$ cat src/rtl/rom_loader_pkg.sv
// rom_loader_pkg: shared FIFO entry type, write-FSM states and default SDRAM bank map
package rom_loader_pkg;
  typedef struct packed {
    logic [8:0]  bank;
    logic [13:0] offs;
    logic [7:0]  data;
  } loader_entry_t;
  typedef enum logic {IDLE, WRITE} state_t;
  localparam logic [8:0] BANK0_DEF = 9'h000;
  localparam logic [8:0] BANK1_DEF = 9'h100;
  localparam logic [8:0] BANK2_DEF = 9'h107;
endpackage

$ cat src/rtl/rom_loader_if.sv
// rom_loader_if: ioctl download port in, zsdram boot-write port out
interface rom_loader_if;
  logic        ioctl_download;
  logic [7:0]  ioctl_index;
  logic        ioctl_wr;
  logic [24:0] ioctl_addr;
  logic [7:0]  ioctl_dout;
  logic        boot_wr;
  logic [22:0] boot_a;
  logic [7:0]  boot_dout;
  modport master (output ioctl_download, ioctl_index, ioctl_wr, ioctl_addr, ioctl_dout,
                  input  boot_wr, boot_a, boot_dout);
  modport slave  (input  ioctl_download, ioctl_index, ioctl_wr, ioctl_addr, ioctl_dout,
                  output boot_wr, boot_a, boot_dout);
endinterface

$ cat src/rtl/rom_loader_fifo.sv
// loader_fifo: show-ahead synchronous FIFO of loader entries; push on full is accepted only alongside a pop
module loader_fifo import rom_loader_pkg::*; #(
  parameter int FIFO_DEPTH = 4
) (
  input  logic          clk_sys,
  input  logic          RESET_n,
  input  logic          push,
  input  logic          pop,
  input  loader_entry_t din,
  output loader_entry_t dout,
  output logic          full,
  output logic          empty
);
  localparam int AW = $clog2(FIFO_DEPTH);
  loader_entry_t mem [FIFO_DEPTH];
  logic [AW-1:0] rd_ptr, wr_ptr;
  logic [AW:0]   count;
  logic          do_push, do_pop;
  assign full    = count == (AW+1)'(FIFO_DEPTH);
  assign empty   = count == '0;
  assign do_pop  = pop && !empty;
  assign do_push = push && (!full || do_pop);
  assign dout    = mem[rd_ptr];
  always_ff @(posedge clk_sys)
    if (do_push) mem[wr_ptr] <= din;
  always_ff @(posedge clk_sys) begin
    if (!RESET_n) begin
      rd_ptr <= '0;
      wr_ptr <= '0;
      count  <= '0;
    end else begin
      rd_ptr <= rd_ptr + AW'(do_pop);
      wr_ptr <= wr_ptr + AW'(do_push);
      count  <= count + (AW+1)'(do_push) - (AW+1)'(do_pop);
    end
  end
endmodule

$ cat src/rtl/rom_loader.sv
// rom_loader: maps ROM-image download pages onto SDRAM banks, one write per clkref slot,
// holding the core in reset until the image is fully committed
module rom_loader import rom_loader_pkg::*; #(
  parameter logic [7:0] ROM_INDEX  = 8'd0,
  parameter int         FIFO_DEPTH = 4,
  parameter logic [8:0] BANK0      = BANK0_DEF,
  parameter logic [8:0] BANK1      = BANK1_DEF,
  parameter logic [8:0] BANK2      = BANK2_DEF
) (
  input  logic         clk_sys,
  input  logic         RESET_n,
  input  logic         clkref,
  rom_loader_if.slave  bus,
  output logic         hold_reset,
  output logic         load_done,
  output logic         err_overflow
);
  state_t        state, state_nx;
  loader_entry_t din, head;
  logic [10:0]   page;
  logic [22:0]   boot_a;
  logic [7:0]    boot_dout;
  logic          full, empty, rom_dl, rom_dl_q, hold_q, got_byte, accept, pop;
  assign rom_dl     = bus.ioctl_download && bus.ioctl_index == ROM_INDEX;
  assign page       = bus.ioctl_addr[24:14];
  assign accept     = bus.ioctl_wr && rom_dl && page < 11'd3;
  assign pop        = clkref && !empty;
  assign din        = '{bank: page == 11'd0 ? BANK0 : page == 11'd1 ? BANK1 : BANK2,
                        offs: bus.ioctl_addr[13:0], data: bus.ioctl_dout};
  assign hold_reset = rom_dl || !empty || state == WRITE;
  assign load_done  = hold_q && !hold_reset && got_byte;
  assign bus.boot_wr   = state == WRITE;
  assign bus.boot_a    = boot_a;
  assign bus.boot_dout = boot_dout;
  loader_fifo #(.FIFO_DEPTH(FIFO_DEPTH)) u_fifo (
    .clk_sys(clk_sys), .RESET_n(RESET_n), .push(accept), .pop(pop),
    .din(din), .dout(head), .full(full), .empty(empty)
  );
  always_ff @(posedge clk_sys)
    state <= !RESET_n ? IDLE : state_nx;
  // every slot either starts the next queued byte or ends the burst
  always_comb state_nx = clkref ? (empty ? IDLE : WRITE) : state;
  always_ff @(posedge clk_sys) begin
    if (!RESET_n) begin
      boot_a       <= '0;
      boot_dout    <= '0;
      err_overflow <= 1'b0;
      rom_dl_q     <= 1'b0;
      hold_q       <= 1'b0;
      got_byte     <= 1'b0;
    end else begin
      if (pop) {boot_a, boot_dout} <= {head.bank, head.offs, head.data};
      err_overflow <= (err_overflow && !(rom_dl && !rom_dl_q)) || (accept && full && !pop);
      rom_dl_q     <= rom_dl;
      hold_q       <= hold_reset;
      got_byte     <= accept || (got_byte && !load_done);
    end
  end
endmodule

$ cat src/flat_wrapper.sv
// flat-port wrapper written by rule: the top's interface ports become plain ports
module rom_loader_flat import rom_loader_pkg::*;
#(
  parameter logic [7:0] ROM_INDEX  = 8'd0,
  parameter int         FIFO_DEPTH = 4,
  parameter logic [8:0] BANK0      = BANK0_DEF,
  parameter logic [8:0] BANK1      = BANK1_DEF,
  parameter logic [8:0] BANK2      = BANK2_DEF
)
  (clk_sys, RESET_n, clkref, hold_reset, load_done, err_overflow, bus_ioctl_download, bus_ioctl_index, bus_ioctl_wr, bus_ioctl_addr, bus_ioctl_dout, bus_boot_wr, bus_boot_a, bus_boot_dout);
  rom_loader_if bus_i ();
  input  logic clk_sys;
  input  logic RESET_n;
  input  logic clkref;
  output logic hold_reset;
  output logic load_done;
  output logic err_overflow;
  input wire logic [$bits(bus_i.ioctl_download)-1:0] bus_ioctl_download;
  input wire logic [$bits(bus_i.ioctl_index)-1:0] bus_ioctl_index;
  input wire logic [$bits(bus_i.ioctl_wr)-1:0] bus_ioctl_wr;
  input wire logic [$bits(bus_i.ioctl_addr)-1:0] bus_ioctl_addr;
  input wire logic [$bits(bus_i.ioctl_dout)-1:0] bus_ioctl_dout;
  output wire logic [$bits(bus_i.boot_wr)-1:0] bus_boot_wr;
  output wire logic [$bits(bus_i.boot_a)-1:0] bus_boot_a;
  output wire logic [$bits(bus_i.boot_dout)-1:0] bus_boot_dout;
  assign bus_i.ioctl_download = bus_ioctl_download;
  assign bus_i.ioctl_index = bus_ioctl_index;
  assign bus_i.ioctl_wr = bus_ioctl_wr;
  assign bus_i.ioctl_addr = bus_ioctl_addr;
  assign bus_i.ioctl_dout = bus_ioctl_dout;
  assign bus_boot_wr = bus_i.boot_wr;
  assign bus_boot_a = bus_i.boot_a;
  assign bus_boot_dout = bus_i.boot_dout;
  rom_loader #(.ROM_INDEX(ROM_INDEX), .FIFO_DEPTH(FIFO_DEPTH), .BANK0(BANK0), .BANK1(BANK1), .BANK2(BANK2)) u_core (.clk_sys(clk_sys), .RESET_n(RESET_n), .clkref(clkref), .bus(bus_i), .hold_reset(hold_reset), .load_done(load_done), .err_overflow(err_overflow));
endmodule
$ cat config.mk
export PLATFORM = sky130hd
export DESIGN_NAME = rom_loader_flat
export DESIGN_NICKNAME = d
export VERILOG_FILES = /design/src/rtl/rom_loader_pkg.sv /design/src/rtl/rom_loader_if.sv /design/src/rtl/rom_loader_fifo.sv /design/src/rtl/rom_loader.sv /design/src/flat_wrapper.sv
export SDC_FILE = /design/constraint.sdc
export NUM_CORES = 1
export LEC_CHECK = 0
export ABC_AREA = 1
export CELL_PAD_IN_SITES_DETAIL_PLACEMENT = 1
export CELL_PAD_IN_SITES_GLOBAL_PLACEMENT = 2
export CORE_AREA = 2 2 114 138
export DETAILED_ROUTE_END_ITERATION = 8
export DIE_AREA = 0 0 116 140
export GPL_TIMING_DRIVEN = 0
export PLACE_DENSITY_LB_ADDON = 0.15
export SKIP_LAST_GASP = 1
export SYNTH_ARGS = -nofsm -noshare
export SYNTH_HDL_FRONTEND = slang
export SYNTH_SLANG_ARGS = --single-unit
$ cat constraint.sdc
create_clock -name clk_sys -period 4.2 [get_ports clk_sys]
set_input_delay 0.84 -clock clk_sys [delete_from_list [all_inputs] [get_ports clk_sys]]
set_output_delay 0.84 -clock clk_sys [all_outputs]
set_load 0.005 [all_outputs]
==> impl_summary.md <==
Worst setup path
The capturing element type of the critical path is an output pin. Counting buffers and inverters, the worst setup path is 8 cells deep. The data required time at the worst endpoint is 3.36 ns. The arrival time at the worst endpoint is 2.25 ns. Measured in cells, the most critical reg-to-reg path has a length of 11. On the critical path, the stage with the largest delay is an instance of sky130_fd_sc_hd__clkdlybuf4s50_1. The number of buffers and inverters on the critical path is 3.

On the worst path, the slowest cell contributes a delay of 0.50 ns. The critical path launch point is bus_ioctl_index[5]. The largest fanout of any net on the critical path is 6.

Traced cell by cell, the critical path runs through clkdlybuf4s50_1 > inv_1 > nand2_1 > nor2_1 > nand3_2 > nand3_1 > nor2_1 > clkdlybuf4s50_1. The kind of cell adding the most delay to the critical path is buffers and inverters. The critical path class is in -> out. The startpoint of the most critical register-to-register path is u_core.u_fifo.count[1]. The launching element type of the critical path is an input pin.

Power
The reported leakage power is 2.42 nW. For this design the ratio of total power to cell area is 584 nW/um^2. Across the VDD grid, the largest voltage drop is 0.000322 V.

Worst hold path
The startpoint identified for the worst hold timing path is u_core.got_byte. The worst min-delay path class is reg -> reg. The instance count along the most critical hold path is 2.

CTS
At the later pin of the worst-skew pair, clock insertion delay measures 0.41 ns. The post-CTS setup-driven buffer insertion count is 0. The count of instances resized after the clock tree is built is 0.

The cell sitting at the root of the clock tree is a sky130_fd_sc_hd__clkbuf_16. The clock passes through at most 2 buffers. The number of H-tree levels is 4. The clock net sink count is 132.

The TritonCTS clock tree is yes. The number of buffers created by CTS is 17. The count of hold buffers inserted by post-cts repair is 0. The clock transition at the register clock pins on the worst setup and hold paths after CTS is 0.06 ns.

Placement
Before CTS, the worst setup slack after placement is 0.791 ns. Input and output buffers added on the ports amount to 74. Routability-driven placement finished with a final weighted congestion of 0.718.

The wire-length estimate of the detail-placed layout is 8.45 mm.

Yosys
The prevailing post-synth register cell is sky130_fd_sc_hd__edfxtp_1. Summed over all instances, the cell type with the most area after synthesis is sky130_fd_sc_hd__edfxtp_1. Of the post-synthesis cell area, the dominant cell type holds 56.7%.

The total standard cell area after synthesis is 5090 um^2. Summing the areas of all and, or, nand and nor instances in the mapped netlist gives 11.0% of the synthesized area. The synthesized netlist devotes 10.9% of its cell area to compound gates. The combinational family with the most area after synthesis is simple AND/OR/NAND/NOR gates. A synthesized cell averages 11.6 um^2. The number of warnings issued by yosys is 0. Sorting the synthesized cells by area gives the leading types as sky130_fd_sc_hd__edfxtp_1 (57%), sky130_fd_sc_hd__dfxtp_1 (14%), sky130_fd_sc_hd__nor2_1 (8.4%), sky130_fd_sc_hd__o21ai_0 (4.1%), sky130_fd_sc_hd__o21ai_1 (3.1%). The portion of netlist area occupied by mux cells is 0%. In this run, synthesis produced a sequential element count of 132. The number of instances in the synthesized netlist is 439. The sequential area share after synthesis is 70.8%. Counting flops with a built-in enable in the synthesized netlist gives 96. Counting distinct cell types in the post-synthesis netlist gives 28. The synthesized netlist devotes 0.517% of its cell area to XOR and XNOR gates. The area share of fa/ha/maj cells after synthesis is 1.38%. For this run, asynchronously set or reset flops after synthesis account for 0%.

Floorplanning
The count of standard-cell rows is 49. From left edge to right edge, the die measures 116 um. The placeable core area is 14,800 um^2. In this run the vertical extent of the chip is 140 um.

The number of ports placed on the die boundary is 81. Once the floorplan was initialized, standard cells occupied 34.3% of the core. The floorplan step defined a die boundary enclosing 16,200 um^2.

Drt
The final antenna-violating net count is 0. For this block, the routed nets add up to 12.9 mm of wire. The via density per instance is 4.64. The routed via count is 3,510. The DRC violation count after routing is 0. In this run, the number of DRC markers left after iteration 0 of detailed routing was 138. The number of detailed-route iterations in the first pass is 4.

In the final routed layout, each cell accounts on average for 17.1 um.

STA
Setup repair after global routing left no endpoint under its margin. The hold violation count in the final report is 0. The final clock period utilization by the worst path is 73.7%.

The actual slew at the worst max-slew pin is 0.974 ns. The worst pin sits at a relative slew slack of 34.9%. The final critical delay including setup and external delays is 3.09 ns. Setup total negative slack on the finished layout was measured at 0 ns.

The count of final max-slew check failures was 0. The setup skew after layout is 0.00653 ns. Static timing analysis puts the maximum clock frequency at 0.323 GHz. Setup violations remaining at the end of the flow were counted as 0. The worst setup slack after layout is 1.11 ns.

Finish
Once layout is complete, the utilization of the core stands at 45.3%. 0 antenna diodes ended up in the layout. At the end of the flow, the number of nets in the layout was 591.

The area growth from synthesis to layout is 32.3%. The sequential standard cell area is 3600 um^2. The multi-input combinational cells in the finished layout cover a total of 1250 um^2. After filler insertion, the fill cell instance count of the layout stands at 1,621.

Of the cells placed in the final design, the portion with a size suffix greater than 1 is 12.1%.

GRT
The via count of the first global-routing pass came to 3,634. The pin count of the biggest net entering global routing is 25. The total global-route track usage is 17.1%.

The number of antenna violations at the first check in global routing was 0. After global routing the overflow that remains totals 0. The wire length of the first global-routing pass is 20.3 mm.

Run
The count of maximum capacitance violations is 0.

Run status
The run finished with clean final reports.
==> power breakdown <==
group | total (W) | internal (W) | switching, W
sequential | 0.00157 | 0.00150 | 0.0000676
combinational | 0.000964 | 0.000428 | 0.000536
clock | 0.00139 | 0.000815 | 0.000579
==> sequential cells by signal (all words and copies together), names as in the netlist <==
name / flops
u_core.bus.boot_a: 16
u_core.u_fifo.wr_ptr: 2
u_core.err_overflow: 1
u_core.u_fifo.count: 3
u_core.rom_dl_q: 1
u_core.u_fifo.mem: 96
u_core.u_fifo.rd_ptr: 2
u_core.bus.boot_dout: 8
u_core.bus.boot_wr: 1
u_core.got_byte: 1
u_core.hold_q: 1
==> worst reg2reg max path: stages, from the launching register on <==
cell,delay (ns)
sky130_fd_sc_hd__dfxtp_1,0.40
sky130_fd_sc_hd__nor2_1,0.11
sky130_fd_sc_hd__a21oi_2,0.35
sky130_fd_sc_hd__buf_2,0.35
sky130_fd_sc_hd__ha_1,0.28
sky130_fd_sc_hd__inv_1,0.06
sky130_fd_sc_hd__ha_1,0.13
sky130_fd_sc_hd__inv_1,0.05
sky130_fd_sc_hd__fa_1,0.37
sky130_fd_sc_hd__xnor2_1,0.20
sky130_fd_sc_hd__o21ai_0,0.11
sky130_fd_sc_hd__a21oi_1,0.13
==> cell usage after synthesis, drive strengths merged, types with 2 or more instances <==
| master | n |
|---|---|
| nor2 | 114 |
| nand3 | 6 |
| o21ai | 73 |
| nand2 | 13 |
| nand4 | 2 |
| dfxtp | 36 |
| xnor2 | 3 |
| nor3 | 3 |
| clkbuf | 8 |
| a31oi | 24 |
| edfxtp | 96 |
| buf | 22 |
| inv | 24 |
| ha | 4 |
| a21oi | 6 |
==> layer usage <==
| layer | GRT usage (%) | vias up | part of all wire, % |
|---|---|---|---|
| met3 | 4.33 | 10 | 3.1 |
| met4 | 5.64 | 0 | 1.3 |
| met2 | 29.5 | 69 | 53 |
| li1 | - | 1726 | - |
| met1 | 20.6 | 1705 | 43 |
| met5 | 0 | - | 0 |
==> final timing paths <==
check	endpoint	slack [ns]
hold reg to reg	u_core.got_byte	0.47
hold / removal	u_core.got_byte	0.47
setup / recovery	load_done	1.11
setup reg to reg	u_core.u_fifo.count[2]	1.60
==> area by class of cell <==
class,instances,area share (%)
buffer,30,2.64
clock inverter,15,1.99
sequential,132,53.6
inverter,24,1.34
tap,204,3.79
timing repair buffer,78,11.7
clock buffer,17,6.32
multi-input combinational,257,18.7
==> cell usage in the layout (no fill, tap or decap), types with 9 or more instances in the layout <==
| master | n |
|---|---|
| sky130_fd_sc_hd__buf_4 | 9 |
| sky130_fd_sc_hd__edfxtp_1 | 96 |
| sky130_fd_sc_hd__nor2_1 | 112 |
| sky130_fd_sc_hd__nand2_1 | 13 |
| sky130_fd_sc_hd__o21ai_1 | 31 |
| sky130_fd_sc_hd__inv_1 | 23 |
| sky130_fd_sc_hd__clkbuf_16 | 17 |
| sky130_fd_sc_hd__buf_2 | 10 |
| sky130_fd_sc_hd__a31oi_1 | 24 |
| sky130_fd_sc_hd__o21ai_0 | 42 |
| sky130_fd_sc_hd__dfxtp_1 | 36 |
| sky130_fd_sc_hd__clkdlybuf4s50_1 | 74 |
==> cell families (layout without fill, tap and decap cells) <==
| kind of cell | count (synthesis) | count (layout) |
|---|---|---|
| simple gates | 140 | 140 |
| fa+ha+maj | 5 | 5 |
| xor+xnor | 3 | 3 |
| buf+inv | 54 | 164 |
| compound gates | 104 | 104 |
| flops | 132 | 132 |
| other cells | 1 | 5 |
==> per-stage QoR <==
stage	power, W	cell area (um^2)	hold WS (ns)	instances
2_1_floorplan	0.00210	5100	0.440	443
3_3_place_gp	0.00256	6100	0.454	721
3_5_place_dp	0.00258	6170	0.456	725
4_1_cts	0.00398	6730	0.465	757
5_1_grt	0.00415	6730	0.522	757
6_report	0.00393	6730	0.467	757
No activity file was read; power rests on OpenSTA's default activity.
